`config.mk`:
```
export PLATFORM = sky130hd
export DESIGN_NAME = arranque_rampa_multi
export DESIGN_NICKNAME = d
export VERILOG_FILES = /design/src/rtl/arranque_rampa_multi.sv
export SDC_FILE = /design/constraint.sdc
export NUM_CORES = 1
export LEC_CHECK = 0
export CAP_MARGIN = 20
export CORE_MARGIN = 5
export CORE_UTILIZATION = 62
export DETAILED_ROUTE_END_ITERATION = 8
export PLACE_DENSITY = 0.83
export RECOVER_POWER = 25
export SYNTH_ARGS = -nofsm -noshare
export SYNTH_HDL_FRONTEND = slang
export SYNTH_SLANG_ARGS = --single-unit
export TNS_END_PERCENT = 30
```
`constraint.sdc`:
```
create_clock -name clk -period 2.8 [get_ports clk]
set_input_delay 0.42 -clock clk [delete_from_list [all_inputs] [get_ports clk]]
set_output_delay 0.42 -clock clk [all_outputs]
set_load 0.02 [all_outputs]
```
`src/rtl/arranque_rampa_multi.sv`:
```
// ============================================================================
// Module   : arranque_rampa_multi
// Brief    : Multi-stage ramp starter. Steps a thermometer stage indicator up
//            (and, with RAMP_DOWN_EN defined, back down) at a mode-selected pace.
// Revision : 1.0 - initial release
// ============================================================================
`default_nettype none

module arranque_rampa_multi #(
    parameter int NSTAGES    = 3,
    parameter int CLK_DIV    = 100000000,
    parameter int DWELL_FAST = 1,
    parameter int DWELL_SLOW = 3
) (
    input  logic               clk,
    input  logic               reset,
    input  logic               run,
    input  logic               rapido,
    input  logic               lento,
    input  logic               fault,
    output logic [NSTAGES-1:0] stage_out,
    output logic               at_speed,
    output logic               busy,
    output logic               err
);

    localparam int c_PW   = (CLK_DIV > 1) ? $clog2(CLK_DIV) : 1;
    localparam int c_DMAX = (DWELL_SLOW > DWELL_FAST) ? DWELL_SLOW : DWELL_FAST;
    localparam int c_DW   = (c_DMAX > 1) ? $clog2(c_DMAX) : 1;
    localparam int c_SW   = $clog2(NSTAGES + 1);

    localparam logic [c_PW-1:0] c_PRESC_LAST      = c_PW'(CLK_DIV - 1);
    localparam logic [c_DW-1:0] c_DWELL_FAST_LAST = c_DW'(DWELL_FAST - 1);
    localparam logic [c_DW-1:0] c_DWELL_SLOW_LAST = c_DW'(DWELL_SLOW - 1);
    localparam logic [c_SW-1:0] c_STAGE_PRE_TOP   = c_SW'(NSTAGES - 1);
`ifdef RAMP_DOWN_EN
    localparam logic [c_SW-1:0] c_STAGE_TOP       = c_SW'(NSTAGES);
    localparam logic [c_SW-1:0] c_STAGE_ONE       = c_SW'(1);
`endif

    typedef enum logic [2:0] {
        ST_IDLE      = 3'd0,
        ST_RAMP_UP   = 3'd1,
        ST_RUN       = 3'd2,
        ST_RAMP_DOWN = 3'd3,
        ST_FAULT     = 3'd4
    } state_t;

    state_t          r_state, w_state_next;
    logic [c_SW-1:0] r_stage, w_stage_next;
    logic [c_PW-1:0] r_presc, w_presc_next;
    logic [c_DW-1:0] r_dwell, w_dwell_next;
    logic            r_mode_slow, w_mode_next;
    logic            w_tick;
    logic [c_DW-1:0] w_dwell_last;

    assign w_tick       = (r_presc == c_PRESC_LAST);
    assign w_dwell_last = r_mode_slow ? c_DWELL_SLOW_LAST : c_DWELL_FAST_LAST;

    always_ff @(posedge clk) begin
        if (reset) begin
            r_state     <= ST_IDLE;
            r_stage     <= '0;
            r_presc     <= '0;
            r_dwell     <= '0;
            r_mode_slow <= 1'b0;
        end else begin
            r_state     <= w_state_next;
            r_stage     <= w_stage_next;
            r_presc     <= w_presc_next;
            r_dwell     <= w_dwell_next;
            r_mode_slow <= w_mode_next;
        end
    end

    always_comb begin
        w_state_next = r_state;
        w_stage_next = r_stage;
        w_presc_next = r_presc;
        w_dwell_next = r_dwell;
        w_mode_next  = r_mode_slow;

        case (r_state)
            ST_IDLE: begin
                w_stage_next = '0;
                w_presc_next = '0;
                w_dwell_next = '0;
                // lento wins over rapido; neither selected means the start is refused
                if (run && (lento || rapido)) begin
                    w_mode_next  = lento;
                    w_state_next = ST_RAMP_UP;
                    w_stage_next = c_SW'(1);
                end
            end

            ST_RAMP_UP: begin
                if (!run) begin
                    w_presc_next = '0;
                    w_dwell_next = '0;
`ifdef RAMP_DOWN_EN
                    w_state_next = ST_RAMP_DOWN;
`else
                    w_state_next = ST_IDLE;
                    w_stage_next = '0;
`endif
                end else if (w_tick) begin
                    w_presc_next = '0;
                    if (r_dwell == w_dwell_last) begin
                        w_dwell_next = '0;
                        w_stage_next = r_stage + 1'b1;
                        if (r_stage == c_STAGE_PRE_TOP) begin
                            w_state_next = ST_RUN;
                        end
                    end else begin
                        w_dwell_next = r_dwell + 1'b1;
                    end
                end else begin
                    w_presc_next = r_presc + 1'b1;
                end
            end

            ST_RUN: begin
                w_presc_next = '0;
                w_dwell_next = '0;
                if (!run) begin
`ifdef RAMP_DOWN_EN
                    w_state_next = ST_RAMP_DOWN;
`else
                    w_state_next = ST_IDLE;
                    w_stage_next = '0;
`endif
                end
            end

`ifdef RAMP_DOWN_EN
            ST_RAMP_DOWN: begin
                if (run) begin
                    // resume upward from the current stage, keeping the latched pace
                    w_presc_next = '0;
                    w_dwell_next = '0;
                    w_state_next = (r_stage == c_STAGE_TOP) ? ST_RUN : ST_RAMP_UP;
                end else if (w_tick) begin
                    w_presc_next = '0;
                    if (r_dwell == w_dwell_last) begin
                        w_dwell_next = '0;
                        w_stage_next = r_stage - 1'b1;
                        if (r_stage == c_STAGE_ONE) begin
                            w_state_next = ST_IDLE;
                        end
                    end else begin
                        w_dwell_next = r_dwell + 1'b1;
                    end
                end else begin
                    w_presc_next = r_presc + 1'b1;
                end
            end
`endif

            ST_FAULT: begin
                w_stage_next = '0;
                w_presc_next = '0;
                w_dwell_next = '0;
                if (!run) begin
                    w_state_next = ST_IDLE;
                end
            end

            default: begin
                w_state_next = ST_IDLE;
                w_stage_next = '0;
                w_presc_next = '0;
                w_dwell_next = '0;
            end
        endcase

        // abort overrides every transition above
        if (fault) begin
            w_state_next = ST_FAULT;
            w_stage_next = '0;
            w_presc_next = '0;
            w_dwell_next = '0;
        end
    end

    generate
        for (genvar i = 0; i < NSTAGES; i++) begin : g_therm
            assign stage_out[i] = (r_stage > c_SW'(i));
        end
    endgenerate

    assign at_speed = (r_state == ST_RUN);
    assign busy     = (r_state == ST_RAMP_UP) || (r_state == ST_RAMP_DOWN);
    assign err      = (r_state == ST_FAULT);

endmodule

`default_nettype wire
```
==> key figures <==
Place
  – IO buf count: 11
  – DP HPWL: 2539 µm
  – Routability cong.: 0.7645

STA
  – Final Max Slew Viols: 0
  – Crit path time final: between 2000 and 2500 ps
  – Max Fclk: 456.0 MHz
  – Final Cycle Share: between 70% and 80%
  – Slew headroom: 58.40%
  – RSZ-0062 raised after global routing: false
  – Final setup violation count: 0
  – Post-route setup TNS: 0 ps
  – Clk_skew: 11.75 ps
  – Least-Margin Pin Slew: roughly 620 ps
  – Final hold violation count: 0

Synth
  – Sequential area share after synthesis: ~38%
  – Mapped Cells: around 200
  – Ys Warns: 0
  – Count of different cell masters after synthesis: 44
  – Synth Flop Type: dfxtp_1
  – Yosys reg bits: 35
  – EDFF count, synth: 0
  – Syn avg cell area: around 9.1 µm²
  – Cell Area, Synth: roughly 1800 µm²
  – Mapped Nets: between 200 and 250
  – Ys async rst share: 0%

Worst setup path
  – Critical Path AT: approximately 2400 ps
  – Req. time, crit path: 3020 ps
  – Critical path fanouts, max: 5
  – CP startpoint kind: flip-flop
  – Reg-to-reg endpoint: r_state[0]$_SDFFE_PP0P_
  – Flop2flop setup slack: 610 ps
  – Worst R2R Path Depth: 6
  – FF-to-FF Start: r_presc[0]$_SDFF_PP0_
  – Crit Path Class: reg -> reg
  – Setup crit end kind: flip-flop

Floorplan
  – # IOs: 12
  – Core area: 2805 µm²
  – Die area: between 4000 and 5000 µm²
  – Initial core utilization: 65.92%
  – Row count: 19
  – Die X: about 65 µm
  – Chip Height: 64.62 µm

Global routing
  – M1 GR Usage: between 20% and 30%
  – Largest net degree at the start of global routing: 27
  – Grt met3 use: 4.318%
  – Initial antenna violation count: 0
  – Total GRT Usage: between 10% and 20%
  – Global-route wire length before repair: a little over 6000 µm
  – Global route hottest layer: met2
  – Gr ovfl total: 0
  – Vias in the first global route: about 1400
  – M2 GR Usage: a little under a third

Routing
  – Vias: ~1400
  – # DRC: 0
  – Iteration-0 DRC Markers: 68
  – Wire length per cell: around 14 µm
  – Final ANT Viol Nets: 0
  – Number of vias per cell: slightly below 6
  – Pre-antenna DRT Iters: 4
  – WL final: around 3400 µm

Cells and area
  – Most frequent cells in the layout: dfxtp_1, nor2_1, xnor2_1
  – Nets: between 200 and 250
  – Share of cells above drive strength 1: 13.02%
  – Fillers: between 200 and 250
  – N_diodes: 0
  – Commonest non-fill, non-tap cell in the layout: dfxtp_1
  – Layout area overhead: 6.698%

Clocking
  – Max Root-Sink Buffers: 2
  – # hold bufs at CTS: 0
  – CTS tree: built
  – Post-CTS Setup Bufs: 0
  – Cts repair resizes: 0
  – Worst-path clk slew: around 100 ps
  – Clock Latency Late Sink: 330 ps
  – H-tree Lvls: 2
  – CTS sink cnt: 35
  – Root Driver: clkbuf_4
  – Cts bufs inserted: 5

Min path
  – Hold Path Depth: 1
  – Worst min path class: reg -> reg
  – Hold wc startpoint: r_presc[0]$_SDFF_PP0_
  – Hold Path Sink: r_presc[0]$_SDFF_PP0_

Power
  – Max IR drop VDD: between 0.3 and 0.4 mV
  – Static Leak: roughly 0.64 nW
  – Total Power: between 0.8 and 0.9 mW
  – Power Dens Cells: ~430 nW/µm²

Run
  – MaxCap Viol Count: 0

Status
  – Status: finished, final reports clean
flip-flops by register name, summed over array words and instances (netlist names):
register / count
r_dwell: 2
r_state: 3
r_stage: 2
r_mode_slow: 1
r_presc: 27
per-stage QoR:
| step | hold WS, ps | worst slack (ps) | instances | utilization (%) | area [µm²] |
|---|---|---|---|---|---|
| after floorplan | 434.9 | 1095 | 203 | - | 1849 |
| after global placement | 453.7 | 708.8 | 238 | 68.78 | 1929 |
| after detailed placement | 457.7 | 617.7 | 238 | 68.78 | 1929 |
| after CTS | 481.5 | 624.4 | 246 | 71.23 | 1998 |
| after global routing | 509.0 | 440.6 | 246 | 70.34 | 1973 |
| final | 478.3 | 606.9 | 246 | 70.34 | 1973 |
metal layers:
| layer | vias to the layer above | routed length, µm |
|---|---|---|
| met5 | - | 0 |
| met2 | 36 | 1689 |
| met1 | 691 | 1521 |
| met3 | 9 | 157 |
| met4 | 0 | 79 |
| li1 | 704 | - |
synthesized netlist by cell type (all sizes together), types with 2 or more instances:
cell type / n / area, µm²
a21oi: 3 / 15.01
and3: 6 / 37.54
and4: 3 / 26.28
buf: 8 / 76.31
dfxtp: 35 / 700.7
ha: 5 / 62.56
inv: 9 / 33.78
mux2i: 2 / 20.02
nand2: 13 / 53.80
nand3: 11 / 80.07
nand3b: 2 / 15.01
nand4: 4 / 31.28
nor2: 39 / 171.4
nor2b: 2 / 12.51
nor3: 11 / 77.57
nor3b: 4 / 35.03
nor4: 6 / 65.06
or2: 2 / 12.52
xnor2: 21 / 183.9
xor2: 5 / 43.79
power by group:
part	internal, mW	switching [mW]	total [mW]
registers	0.500	0.00381	0.504
logic	0.0183	0.0170	0.0353
clock network	0.148	0.158	0.306
critical path, cell delays in order, from the launching register on:
cell and delay, ps:
dfxtp_1 390, ha_1 220, and4_1 310, nand2_1 150, nor3_1 560, a21boi_0 220
o211a_1 240
how the worst max path moves through the flow:
stage / to / startpoint / cells after the start
final: r_state[0]$_SDFFE_PP0P_ / r_presc[0]$_SDFF_PP0_ / 6
after global routing: r_state[0]$_SDFFE_PP0P_ / r_presc[0]$_SDFF_PP0_ / 6
after CTS: stage_out[1] / r_stage[1]$_SDFFE_PP0P_ / 4
after detailed placement: r_presc[19]$_SDFF_PP0_ / run / 7
after global placement: r_presc[5]$_SDFF_PP0_ / run / 7
after floorplan: r_presc[19]$_SDFF_PP0_ / r_presc[0]$_SDFF_PP0_ / 8
final cells by class:
type,count,area (µm²),share of cell area [%]
multi-input cells,151,1013,51.36
flip-flops and latches,35,700.7,35.51
repair buffers,12,117.6,5.961
clock buffers,8,68.82,3.488
well taps,31,38.79,1.966
inverters,9,33.78,1.712
cell families (layout without fill, tap and decap cells):
family,count (synthesis),after routing,share of synthesized area (%)
buf+inv,17,29,5.953
fa+ha+maj,5,5,3.383
mux,2,2,1.083
simple gates,108,108,35.59
compound gates,10,10,3.790
flops,35,35,37.89
xor+xnor,26,26,12.31
Note: power is estimated with default switching activity, not from simulation.
